==> config.mk <==
export PLATFORM = sky130hd
export DESIGN_NAME = c17_pipe_array
export DESIGN_NICKNAME = d
export VERILOG_FILES = /design/src/rtl/c17_pipe_array.sv
export SDC_FILE = /design/constraint.sdc
export NUM_CORES = 1
export LEC_CHECK = 0
export ABC_AREA = 0
export BUFFER_PORTS_ARGS = -buffer_cell sky130_fd_sc_hd__buf_2
export CELL_PAD_IN_SITES_DETAIL_PLACEMENT = 1
export CELL_PAD_IN_SITES_GLOBAL_PLACEMENT = 1
export CORE_ASPECT_RATIO = 1.25
export CORE_MARGIN = 2
export CORE_UTILIZATION = 45
export DETAILED_ROUTE_END_ITERATION = 7
export PLACE_DENSITY_LB_ADDON = 0.05
export SYNTH_ARGS = -nofsm -noshare
export SYNTH_HDL_FRONTEND = slang
export SYNTH_SLANG_ARGS = --single-unit
==> constraint.sdc <==
create_clock -name clk -period 3.04 [get_ports clk]
set_input_delay 0.608 -clock clk [delete_from_list [all_inputs] [get_ports clk]]
set_output_delay 0.608 -clock clk [all_outputs]
set_load 0.01 [all_outputs]
==> src/rtl/c17_pipe_array.sv <==
// W-channel path-balanced pipelined c17 with valid/ready handshake and saturating beat counter.
// Optional out_par output enabled by defining C17_PIPE_PARITY_EN.
module c17_pipe_array #(
  parameter int unsigned W            = 4,
  parameter int unsigned EXTRA_STAGES = 0,
  parameter int unsigned CNT_W        = 16
) (
  input  logic             clk,
  input  logic             rst,
  input  logic             in_valid,
  output logic             in_ready,
  input  logic [W-1:0]     n1,
  input  logic [W-1:0]     n2,
  input  logic [W-1:0]     n3,
  input  logic [W-1:0]     n6,
  input  logic [W-1:0]     n7,
  output logic             out_valid,
  input  logic             out_ready,
  output logic [W-1:0]     n22,
  output logic [W-1:0]     n23,
`ifdef C17_PIPE_PARITY_EN
  output logic             out_par,
`endif
  output logic [CNT_W-1:0] beat_cnt
);

  // Tail = logic level 3 followed by the pure-delay stages.
  localparam int unsigned NT = EXTRA_STAGES + 1;

  logic             adv;

  logic             v1_q, v1_d;
  logic [W-1:0]     a1_q, a1_d, b1_q, b1_d, n2r_q, n2r_d, n7r_q, n7r_d;

  logic             v2_q, v2_d;
  logic [W-1:0]     c2_q, c2_d, d2_q, d2_d, a2_q, a2_d;

  logic             tv_q  [NT];
  logic             tv_d  [NT];
  logic [W-1:0]     t22_q [NT];
  logic [W-1:0]     t22_d [NT];
  logic [W-1:0]     t23_q [NT];
  logic [W-1:0]     t23_d [NT];
`ifdef C17_PIPE_PARITY_EN
  logic             tpar_q [NT];
  logic             tpar_d [NT];
`endif

  logic [CNT_W-1:0] cnt_q, cnt_d;
  logic [W-1:0]     l3_22, l3_23;

  assign out_valid = tv_q[NT-1];
  assign n22       = t22_q[NT-1];
  assign n23       = t23_q[NT-1];
  assign beat_cnt  = cnt_q;
  assign in_ready  = adv;
`ifdef C17_PIPE_PARITY_EN
  assign out_par   = tpar_q[NT-1];
`endif

  // Next-state: whole pipe shifts together on adv, otherwise everything holds.
  always_comb begin
    adv   = ~tv_q[NT-1] | out_ready;
    l3_22 = ~(a2_q & c2_q);
    l3_23 = ~(c2_q & d2_q);

    v1_d  = v1_q;
    a1_d  = a1_q;
    b1_d  = b1_q;
    n2r_d = n2r_q;
    n7r_d = n7r_q;
    v2_d  = v2_q;
    c2_d  = c2_q;
    d2_d  = d2_q;
    a2_d  = a2_q;
    for (int unsigned k = 0; k < NT; k++) begin
      tv_d[k]  = tv_q[k];
      t22_d[k] = t22_q[k];
      t23_d[k] = t23_q[k];
`ifdef C17_PIPE_PARITY_EN
      tpar_d[k] = tpar_q[k];
`endif
    end

    if (adv) begin
      v1_d     = in_valid;
      a1_d     = ~(n1 & n3);
      b1_d     = ~(n3 & n6);
      n2r_d    = n2;
      n7r_d    = n7;
      v2_d     = v1_q;
      c2_d     = ~(n2r_q & b1_q);
      d2_d     = ~(b1_q & n7r_q);
      a2_d     = a1_q;
      tv_d[0]  = v2_q;
      t22_d[0] = l3_22;
      t23_d[0] = l3_23;
`ifdef C17_PIPE_PARITY_EN
      tpar_d[0] = ^{l3_22, l3_23};
`endif
      for (int unsigned k = 1; k < NT; k++) begin
        tv_d[k]  = tv_q[k-1];
        t22_d[k] = t22_q[k-1];
        t23_d[k] = t23_q[k-1];
`ifdef C17_PIPE_PARITY_EN
        tpar_d[k] = tpar_q[k-1];
`endif
      end
    end

    cnt_d = cnt_q;
    if (tv_q[NT-1] && out_ready && (cnt_q != {CNT_W{1'b1}})) begin
      cnt_d = cnt_q + CNT_W'(1);
    end
  end

  always_ff @(posedge clk or posedge rst) begin
    if (rst) begin
      v1_q  <= 1'b0;
      a1_q  <= '0;
      b1_q  <= '0;
      n2r_q <= '0;
      n7r_q <= '0;
      v2_q  <= 1'b0;
      c2_q  <= '0;
      d2_q  <= '0;
      a2_q  <= '0;
      for (int unsigned k = 0; k < NT; k++) begin
        tv_q[k]  <= 1'b0;
        t22_q[k] <= '0;
        t23_q[k] <= '0;
`ifdef C17_PIPE_PARITY_EN
        tpar_q[k] <= 1'b0;
`endif
      end
      cnt_q <= '0;
    end else begin
      v1_q  <= v1_d;
      a1_q  <= a1_d;
      b1_q  <= b1_d;
      n2r_q <= n2r_d;
      n7r_q <= n7r_d;
      v2_q  <= v2_d;
      c2_q  <= c2_d;
      d2_q  <= d2_d;
      a2_q  <= a2_d;
      for (int unsigned k = 0; k < NT; k++) begin
        tv_q[k]  <= tv_d[k];
        t22_q[k] <= t22_d[k];
        t23_q[k] <= t23_d[k];
`ifdef C17_PIPE_PARITY_EN
        tpar_q[k] <= tpar_d[k];
`endif
      end
      cnt_q <= cnt_d;
    end
  end

endmodule
Yosys cells after proc, flatten, opt, wreduce, memory -nomap -nowiden
Index checks and enable logic that the tools add are counted.
{"block": "op_classes", "add_sub_neg": 1, "n_eq_ne": 1, "bitwise": 14, "reduce_logical": 2}
{"op": "bitwise AND 4 bit", "n": 6}
{"op": "inverter 4 bit", "n": 6}
{"op": "adder 16 x 1 -> 16 bit (second input constant)", "n": 1}
{"op": "inequality test 16 bit (second input constant)", "n": 1}
{"op": "logical AND 1 bit", "n": 2}
{"op": "inverter 1 bit", "n": 1}
{"op": "bitwise OR 1 bit", "n": 1}
{"block": "word_totals", "register_bits": 55, "inputBits": 24, "out_inout_bits": 26, "word_cells": 31}

Depth between registers and ports, before layout
Gate-level depths: netlist of run 1.
{"block": "logic_depth", "ltp_word": 2, "depth_mapped": 5, "mapped_depth_nobuf": 5}

Worst setup path before layout of run 1
OpenSTA, ideal clock, no wires.
{"block": "synth_timing", "kind": "input-to-output", "from": "in out_ready", "to": "out in_ready", "t_arrival_ns": 1.183, "required_time_ns": 2.432, "path_slack_ns": 1.249, "stages": 3, "path_buffers": 2, "cell_sequence": "nand2b_1 -> buf_2 -> buf_1"}
{"block": "synth_via", "elab_chain_cells": 1}
{"item": "start, declared", "line": "18", "text": "input logic out_ready,"}
{"item": "bitwise OR 1 bit", "line": "63", "text": "adv = ~tv_q[NT-1] | out_ready;"}
{"item": "end, declared", "line": "11", "text": "output logic in_ready,"}
Every way passes these cells.

Worst setup path after layout of run 1
Same ends and word-level chain as after synthesis.

==> impl_metrics.toml, run 1 <==
[detailed_routing]
vias = 1529
drtPass1Iterations = 4
wl_met3_um = 206
top_layer_used = "met4"
wl_per_cell_um = 14.9
postRouteAntennaNets = 0
met1Wirelength_um = 1760
drtIter0Drc = 43
drc_errors = 0
vias_per_cell = 5.31
wirelength_um = 4300
wl_met2_um = 2260

[placement]
place_ws_ns = 0.995
place.gp.congestion = 0.731
hpwl_um = 3290
port_buffers = 49

[synth]
synthDistinctLibCells = 23
yosys_warnings = 0
syn_inst = 177
yosysTopAreaCellShare = 0.621
yosysSeqAreaShare = 0.621
syn_nets = 202
syn_area_mm2 = 0.00222
synth_top_area_cell = "dfrtp_1"
syn-mean-instance-area_um2 = 12.5
ys_ff_latch = 55
synth_area_leaders = "dfrtp_1, a31oi_1, mux2_1"

[pwr]
vdd_ir_drop_max_mv = 0.346
pwr-share-clk = 0.209
power.leakage_nw = 1.14
seq_power_share = 0.555
p_sw_frac = 0.317
p_switching_w = 0.000603
p_comb_frac = 0.236
intPower_w = 0.00130
power_density_mw_per_mm2 = 729

[worst_setup_path]
worstSetupPathType = "in2out"
endpoint_kind = "output pin"
cpMostUsedCell = "buf_2"
arrival_ns = 1.30
cpPeakStageDelay_ns = 0.34
cp_data_required_time_ns = 2.43
worstSetupStartpointType = "input pin"
crit_chain = "buf_2, nand2b_2, buf_2"
cpMaxStageDelayCell = "nand2b_2"
cp_max_fo = 19

[clock_tree]
cts.sinks = 55
post_cts_resized = 0
cts_tree = "done"
cts_made_buffers = 5
clk_latency_ns = 0.30
htreeDepth = 2
clock_tree.buffer_depth = 2
cts_setup_buffers = 0
clkTransAtPathRegs_ns = 0.09
clock-root-buffer = "clkbuf_8"
ctsHoldBuffers = 0

[cells_and_area]
layout.nets = 253
drive_above_1_share = 0.294
diodes = 0
layout_common_cells = "dfrtp_1, buf_2, nor2_1"
n_fill_cell = 520
final_common_cell = "dfrtp_1"
multi_input_area_um2 = 798
ff_latch_area_mm2 = 0.00138
area_delta_synth_final_pct = 17.7

[floorplanning]
die_w_um = 66.8
initial_utilization = 0.469
rows = 28
dieArea_mm2 = 0.00551
core_mm2 = 0.00473
ios = 50
die_y_um = 82.5

[sta]
rsz0062_at_grt = "no"
tightestPinTransition_ns = 0.487
hold_viol_final = 0
slew_violations = 0
fin_crit_sh = 0.627
slew_headroom = 0.675
fin_crit_ns = 1.91
setup_slack_ns = 1.13
setup_viol = 0
tns_ns = 0
max_freq_ghz = 0.524
finClkSkew_ns = 0.00486

[grt]
grt_max_degree = 41
gr-total-overflow = 0
grt_first_pass_wirelength_um = 7330
first_global_vias = 1563
antenna_found_initial = 0
gr-usage-all-layers = 0.177

[flow_run]
cap_violations = 0

[run_status]
status = "finished, final reports clean"

[worst_hold_path]
hold_path_class = "in2async"
## registers in the layout, indices dropped and copies added, names as in the netlist
register,count
a2_q,4
n2r_q,4
c2_q,4
n22,4
n23,4
d2_q,4
out_valid,1
beat_cnt,16
v2_q,1
v1_q,1
b1_q,4
a1_q,4
n7r_q,4
## cell usage after synthesis
| master | instances |
|---|---|
| dfrtp_1 | 55 |
| nor2_1 | 26 |
| a31oi_1 | 24 |
| xnor2_1 | 12 |
| mux2_1 | 11 |
| nand4_1 | 10 |
| nand3_1 | 6 |
| buf_1 | 5 |
| and4_1 | 4 |
| mux2_2 | 4 |
| nand2_1 | 4 |
| and2_1 | 2 |
| buf_2 | 2 |
| nand2b_1 | 2 |
| xor2_1 | 2 |
| a2111oi_4 | 1 |
| a41oi_4 | 1 |
| and3_1 | 1 |
| buf_6 | 1 |
| ha_1 | 1 |
| inv_1 | 1 |
| mux2i_1 | 1 |
| nor3_1 | 1 |
## per-layer routing
| metal | GRT usage | vias to the layer above |
|---|---|---|
| li1 | - | 740 |
| met1 | 0.219 | 745 |
| met2 | 0.299 | 37 |
| met3 | 0.0393 | 7 |
| met4 | 0.0735 | 0 |
| met5 | 0 | - |
## critical path: cells and delay by family
family	cells	cell delay, ns
AND/OR/NAND/NOR	1	0.34
buffers and inverters	2	0.34
## power groups by stage
stage	logic, W	clock network (W)	registers, W
2_1_floorplan	0.000247	0	0.00108
3_3_place_gp	0.000432	0	0.00106
3_5_place_dp	0.000463	0	0.00107
4_1_cts	0.000463	0.000415	0.00106
5_1_grt	0.000506	0.000444	0.00108
6_report	0.000449	0.000398	0.00105
## per-stage QoR
stage	hold slack, ns	cell area [um2]	cells	utilization	power [W]
floorplan	0.419	2220	177	-	0.00133
global placement	0.433	2520	281	0.533	0.00149
detailed placement	0.442	2520	281	0.533	0.00153
CTS	0.263	2610	288	0.552	0.00194
global route	0.264	2610	288	0.552	0.00203
finish	0.251	2610	288	0.552	0.00190
## final timing paths
path	from	cells after the start	slack, ns	to
worst max-delay path	out_ready	3	1.13	in_ready
worst min-delay path	rst	2	0.25	beat_cnt[10]
worst max register to register	beat_cnt[0]	4	1.28	beat_cnt[1]
worst min register to register	n2r_q[2]	1	0.45	c2_q[2]
max in group asynchronous	rst	3	1.98	b1_q[2]
min in group clk	n2r_q[2]	1	0.45	c2_q[2]
## logic make-up (layout without fill, tap and decap cells)
logic type,after synthesis,in the layout,synth area share
AOI/OAI and AO/OA,26,26,0.0926
DFF,55,55,0.621
buffers and inverters,9,60,0.0198
and+or+nand+nor,56,56,0.125
adders and majority gates,1,1,0.00565
muxes,16,16,0.0807
xor gates and xnor gates,14,14,0.0553
## layout make-up
class | count | share of cell area
clock inverters | 1 | 0.00192
inverters | 1 | 0.00144
repair buffers | 52 | 0.103
clock buffers | 6 | 0.0317
flip-flops and latches | 55 | 0.528
multi-input cells | 113 | 0.306
well taps | 60 | 0.0288
(Power assumes the default switching activity.)
==> run 2, diff against run 1 <==
--- a/config.mk
+++ b/config.mk
@@ -11,7 +11,7 @@
 export CELL_PAD_IN_SITES_GLOBAL_PLACEMENT = 1
 export CORE_ASPECT_RATIO = 1.25
 export CORE_MARGIN = 2
-export CORE_UTILIZATION = 45
+export CORE_UTILIZATION = 38
 export DETAILED_ROUTE_END_ITERATION = 7
 export PLACE_DENSITY_LB_ADDON = 0.05
 export SYNTH_ARGS = -nofsm -noshare
==> constraint.sdc (replaced) <==
create_clock -name clk -period 1.7 [get_ports clk]
set_input_delay 0.34 -clock clk [delete_from_list [all_inputs] [get_ports clk]]
set_output_delay 0.34 -clock clk [all_outputs]
set_load 0.01 [all_outputs]
==> run 2 against run 1 <==
First-iteration DRC count down 19%; cell count up 4.9%; clock power up 110%; clock skew up 0.0042 ns; cell area up 4.3%; flip-flop and latch count unchanged; clock-buffer cell count unchanged; critical path type is now reg2reg; largest cell class unchanged.
==> impl_metrics.toml, run 2 (synthesis gave the netlist of run 1 again) <==
[run_status]
status = "finished, final reports clean"

[grt]
grt_first_pass_wirelength_um = 7450
antenna_found_initial = 0
first_global_vias = 1637
gr-usage-all-layers = 0.148
grt_max_degree = 56
gr-total-overflow = 0

[sta]
tns_ns = 0
fin_crit_ns = 1.58
slew_headroom = 0.665
hold_viol_final = 0
setup_viol = 0
setup_slack_ns = 0.122
rsz0062_at_grt = "no"
tightestPinTransition_ns = 0.501
whs_ns = 0.0794
fin_crit_sh = 0.928
finClkSkew_ns = 0.00902
max_freq_ghz = 0.634
slew_violations = 0

[worst_setup_path]
cp_top_family = "simple AND/OR/NAND/NOR gates"
crit_chain = "ha_2, and4_1, buf_4, nand4_1, nand4_1, xnor2_1"
cp_data_required_time_ns = 1.88
critPathBufInv = 1
worstSetupStartpointType = "flop"
cp_max_fo = 4
worstReg2RegEnd = "beat_cnt[13]"
cpMostUsedCell = "nand4_1"
cpPeakStageDelay_ns = 0.39
worstSetupPathType = "reg2reg"
path_depth = 6
endpoint_kind = "flop"
arrival_ns = 1.75
r2r_slack_ns = 0.12
cpMaxStageDelayCell = "dfrtp_1"
reg2reg_from = "beat_cnt[0]"
r2r_cells = 6

[floorplanning]
rows = 31
ios = 50
die_w_um = 72.3
core_mm2 = 0.00570
dieArea_mm2 = 0.00646
initial_utilization = 0.389
die_y_um = 89.4

[clock_tree]
clock-root-buffer = "clkbuf_8"
clock_tree.buffer_depth = 2
clkTransAtPathRegs_ns = 0.09
cts.sinks = 55
ctsHoldBuffers = 0
htreeDepth = 2
cts_tree = "done"
cts_made_buffers = 5
clk_latency_ns = 0.29

[pwr]
power.leakage_nw = 1.20
power_density_mw_per_mm2 = 1310
power.total_w = 0.00356
vdd_ir_drop_max_mv = 0.468

[detailed_routing]
wirelength_um = 4350
drtPass1Iterations = 2
vias_per_cell = 5.06
postRouteAntennaNets = 0
drc_errors = 0
drtIter0Drc = 35
wl_per_cell_um = 14.4
vias = 1529

[worst_hold_path]
hold_path_class = "in2async"

[cells_and_area]
final_common_cell = "dfrtp_1"
area_delta_synth_final_pct = 22.8
diodes = 0
drive_above_1_share = 0.322
layout_common_cells = "dfrtp_1, buf_2, nor2_1"
finalNonFillerCells = 302
layout.nets = 261
largest_register_ffs = 16

[flow_run]
cap_violations = 0

[placement]
place.gp.congestion = 0.759
placed_cells_incl_taps = 295
port_buffers = 49
place_ws_ns = 0.0870
hpwl_um = 3180
run 2: what timing repair did:
action                                  4_1_cts  5_1_grt
setup buffers                                 0        0
endpoints found under the setup margin        0        6
gates resized for setup                       0        3
run 2: per-layer routing:
metal  track usage  vias up  part of all wire
met2         0.269       35              0.52
met3        0.0271        7             0.038
li1              -      753                 -
met5             0        -                 0
met1         0.175      734              0.42
met4        0.0549        0             0.015
run 2: area by class of cell:
class | instances | area [um2]
Fill cell | 638 | 2980
Sequential cell | 55 | 1380
Multi-Input combinational cell | 113 | 803
Timing Repair Buffer | 60 | 353
Tap cell | 66 | 82.6
Clock buffer | 6 | 72.6
Clock inverter | 1 | 30.0
Inverter | 1 | 3.75
run 2: worst max path at each step:
stage	from	end	slack, ns
2_1_floorplan	rst	a1_q[0]	0.02
3_3_place_gp	beat_cnt[0]	beat_cnt[1]	0.12
3_5_place_dp	beat_cnt[0]	beat_cnt[1]	0.09
4_1_cts	beat_cnt[0]	beat_cnt[1]	0.07
5_1_grt	beat_cnt[0]	beat_cnt[13]	0.02
6_report	beat_cnt[0]	beat_cnt[13]	0.12
run 2: power by group:
group          switching (W)  leakage (nW)  internal, W  total [W]
sequential          0.000233         0.638      0.00163    0.00186
clock               0.000384        0.0513     0.000432   0.000816
combinational       0.000452         0.506     0.000427   0.000879
run 2: worst reg2reg max path: cells and delay by family, from the launching register on:
family        cells  cell delay (ns)
fa+ha+maj         1             0.21
xor+xnor          1             0.18
buf+inv           1             0.15
flops             1             0.39
simple gates      3             0.53
run 2: per-stage QoR:
stage               utilization  instance area [um2]
floorplan                     -                 2220
global placement          0.458                 2610
detailed placement        0.458                 2610
CTS                       0.476                 2720
global route              0.477                 2720
finish                    0.477                 2720
==> run 3, diff against run 2 <==
--- a/config.mk
+++ b/config.mk
@@ -5,13 +5,14 @@
 export SDC_FILE = /design/constraint.sdc
 export NUM_CORES = 1
 export LEC_CHECK = 0
-export ABC_AREA = 0
+export ABC_AREA = 1
 export BUFFER_PORTS_ARGS = -buffer_cell sky130_fd_sc_hd__buf_2
 export CELL_PAD_IN_SITES_DETAIL_PLACEMENT = 1
 export CELL_PAD_IN_SITES_GLOBAL_PLACEMENT = 1
 export CORE_ASPECT_RATIO = 1.25
 export CORE_MARGIN = 2
-export CORE_UTILIZATION = 38
+export CORE_UTILIZATION = 37
+export CTS_CLUSTER_DIAMETER = 40
 export DETAILED_ROUTE_END_ITERATION = 7
 export PLACE_DENSITY_LB_ADDON = 0.05
 export SYNTH_ARGS = -nofsm -noshare
==> run 3 against run 2 <==
Hold slack got worse by 0.061 ns; first-iteration DRC count increased by 26%; combinational power shrank 5.2%; wire length is 12% higher; fmax rose by 1.3%; area after synthesis grew 9.1%; synthesized cell count increased by 46%; highest routed layer unchanged.
==> impl_metrics.toml, run 3 <==
[detailed_routing]
wl_per_cell_um = 12.1
vias_per_cell = 4.70
vias = 1881
drc_errors = 0
wl_met2_um = 2450
postRouteAntennaNets = 0
wl_met3_um = 203
drtPass1Iterations = 4
met1Wirelength_um = 2170
drtIter0Drc = 44
top_layer_used = "met4"
wirelength_um = 4860

[sta]
fin_crit_ns = 1.56
tightestPinTransition_ns = 0.416
rsz0062_at_grt = "no"
hold_viol_final = 0
slew_violations = 0
max_freq_ghz = 0.642
slew_headroom = 0.722
tns_ns = 0
finClkSkew_ns = 0.00544
setup_viol = 0
fin_crit_sh = 0.916

[cells_and_area]
largest_register_ffs = 16
layout_common_cells = "nand2_1, dfrtp_1, buf_2"
diodes = 0
fin_util = 0.466
area_delta_synth_final_pct = 20.3
finalNonFillerCells = 400
final_common_cell = "nand2_1"
drive_above_1_share = 0.273
layout.nets = 339

[grt]
first_global_vias = 1863
gr-total-overflow = 0
grt_first_pass_wirelength_um = 8570
grt_max_degree = 48
antenna_found_initial = 0
gr-usage-all-layers = 0.147

[clock_tree]
cts_setup_buffers = 0
ctsHoldBuffers = 0
clkTransAtPathRegs_ns = 0.10
cts.sinks = 55
clock-root-buffer = "clkbuf_8"
cts_made_buffers = 5
cts_tree = "done"
htreeDepth = 2
clock_tree.buffer_depth = 2
clk_latency_ns = 0.30

[synth]
yosysSeqAreaShare = 0.569
syn_nets = 284
synth_edf_count = 0
yosysTopAreaCellShare = 0.569
synth_top_area_cell = "dfrtp_1"
synthDistinctLibCells = 23
syn_area_mm2 = 0.00242
yosys-top-cells-count = "nand2_1, dfrtp_1, nor2_1"
syn_inst = 259
synth_ff_type = "dfrtp_1"
yosysMostFrequentCell = "nand2_1"
yosys_warnings = 0
synth_area_leaders = "dfrtp_1, nand2_1, nor2_1"
synth-async-reset-ratio = 1.00
ys_ff_latch = 55
syn-mean-instance-area_um2 = 9.33

[worst_setup_path]
reg2reg_from = "beat_cnt[0]"
cpPeakStageDelay_ns = 0.41
r2r_slack_ns = 0.15
critPathBufInv = 2
worstSetupStartpointType = "flop"
arrival_ns = 1.22
worstReg2RegEnd = "beat_cnt[7]"
crit_chain = "nand2_2, buf_12, buf_2"
cp_data_required_time_ns = 1.36
cpMaxStageDelayCell = "dfrtp_1"
worstSetupPathType = "reg2out"
endpoint_kind = "output pin"
cp_top_family = "flip-flops"
path_depth = 3
r2r_cells = 9
cp_max_fo = 47

[placement]
port_buffers = 49
hpwl_um = 3580
placed_cells_incl_taps = 392
place.gp.congestion = 0.745

[floorplanning]
rows = 32
core_mm2 = 0.00625
die_w_um = 76.3
die_y_um = 94.4
dieArea_mm2 = 0.00720
ios = 50
initial_utilization = 0.387

[worst_hold_path]
hold_path_class = "in2async"

[pwr]
power.leakage_nw = 1.35
vdd_ir_drop_max_mv = 0.754
intPower_w = 0.00229
p_sw_frac = 0.324
pwr-share-clk = 0.216
p_switching_w = 0.00110
power_density_mw_per_mm2 = 1170
seq_power_share = 0.539
p_comb_frac = 0.245

[flow_run]
cap_violations = 0

[run_status]
status = "finished, final reports clean"
-- run 3: changes by cell type after synthesis, moves of 2 or more --
cell / previous run / this run
buf_2: 2 / 6
mux2_1: 11 / 0
nor2_1: 26 / 46
and2_1: 2 / 0
nand2_1: 4 / 71
and4_1: 4 / 0
nand3_1: 6 / 9
inv_1: 1 / 15
xor2_1: 2 / 4
buf_1: 5 / 1
nand4_1: 10 / 1
nand2b_1: 2 / 0
mux2_2: 4 / 13
xnor2_1: 12 / 3
-- run 3: metrics by stage --
step / hold WS [ns] / power, W / cell area (um2) / setup slack (ns)
after floorplan: 0.420 / 0.00235 / 2420 / 0.0171
after global placement: 0.374 / 0.00267 / 2810 / 0.173
after detailed placement: 0.368 / 0.00269 / 2810 / 0.105
after CTS: 0.0318 / 0.00343 / 2900 / 0.0816
after global routing: 0.0381 / 0.00364 / 2910 / 0.00953
final: 0.0184 / 0.00340 / 2910 / 0.142
-- run 3: metal layers --
layer / up-vias / global-route usage
met4: 0 / 0.0409
met3: 2 / 0.0306
met5: - / 0
met1: 894 / 0.183
met2: 31 / 0.260
li1: 954 / -
-- run 3: repair_timing --
action	CTS	global route
setup endpoints to repair	0	9
resized for setup	0	2
endpoints found under the hold margin	0	0
-- run 3: power by group through the flow --
stage / Clock [W] / Sequential [W] / Combinational, W
floorplan: 0 / 0.00188 / 0.000470
global placement: 0 / 0.00184 / 0.000831
detailed placement: 0 / 0.00185 / 0.000834
CTS: 0.000765 / 0.00183 / 0.000835
global route: 0.000814 / 0.00188 / 0.000947
finish: 0.000733 / 0.00183 / 0.000833
-- run 3: logic make-up after synthesis --
family          synth area share
compound gates            0.0709
fa+ha+maj                0.00518
simple gates               0.230
buf+inv                   0.0388
flops                      0.569
xor+xnor                  0.0254
mux                       0.0606
-- run 3: final cells by class --
| class | instances | area, um2 |
|---|---|---|
| timing repair buffer | 55 | 315 |
| inverter | 16 | 60.1 |
| multi-input combinational | 181 | 962 |
| tap | 85 | 106 |
| sequential | 55 | 1380 |
| clock buffer | 6 | 72.6 |
| fill | 778 | 3340 |
| clock inverter | 2 | 16.3 |
-- run 3: worst max path at each step --
| stage | slack (ns) | end | from |
|---|---|---|---|
| 2_1_floorplan | 0.02 | a1_q[0] | rst |
| 3_3_place_gp | 0.17 | beat_cnt[7] | beat_cnt[0] |
| 3_5_place_dp | 0.11 | beat_cnt[0] | beat_cnt[0] |
| 4_1_cts | 0.08 | beat_cnt[7] | beat_cnt[0] |
| 5_1_grt | 0.01 | beat_cnt[5] | beat_cnt[0] |
| 6_report | 0.14 | in_ready | out_valid |
-- run 3: worst register-to-register path, cell delays in order (launching register included) --
cell and delay (ns):
dfrtp_1 0.47, ha_4 0.20, nand3_2 0.13, inv_2 0.11, nand2_4 0.07, nor2_1 0.15, nor2_2 0.05, buf_4 0.17
nand2_1 0.07, nand2_1 0.04
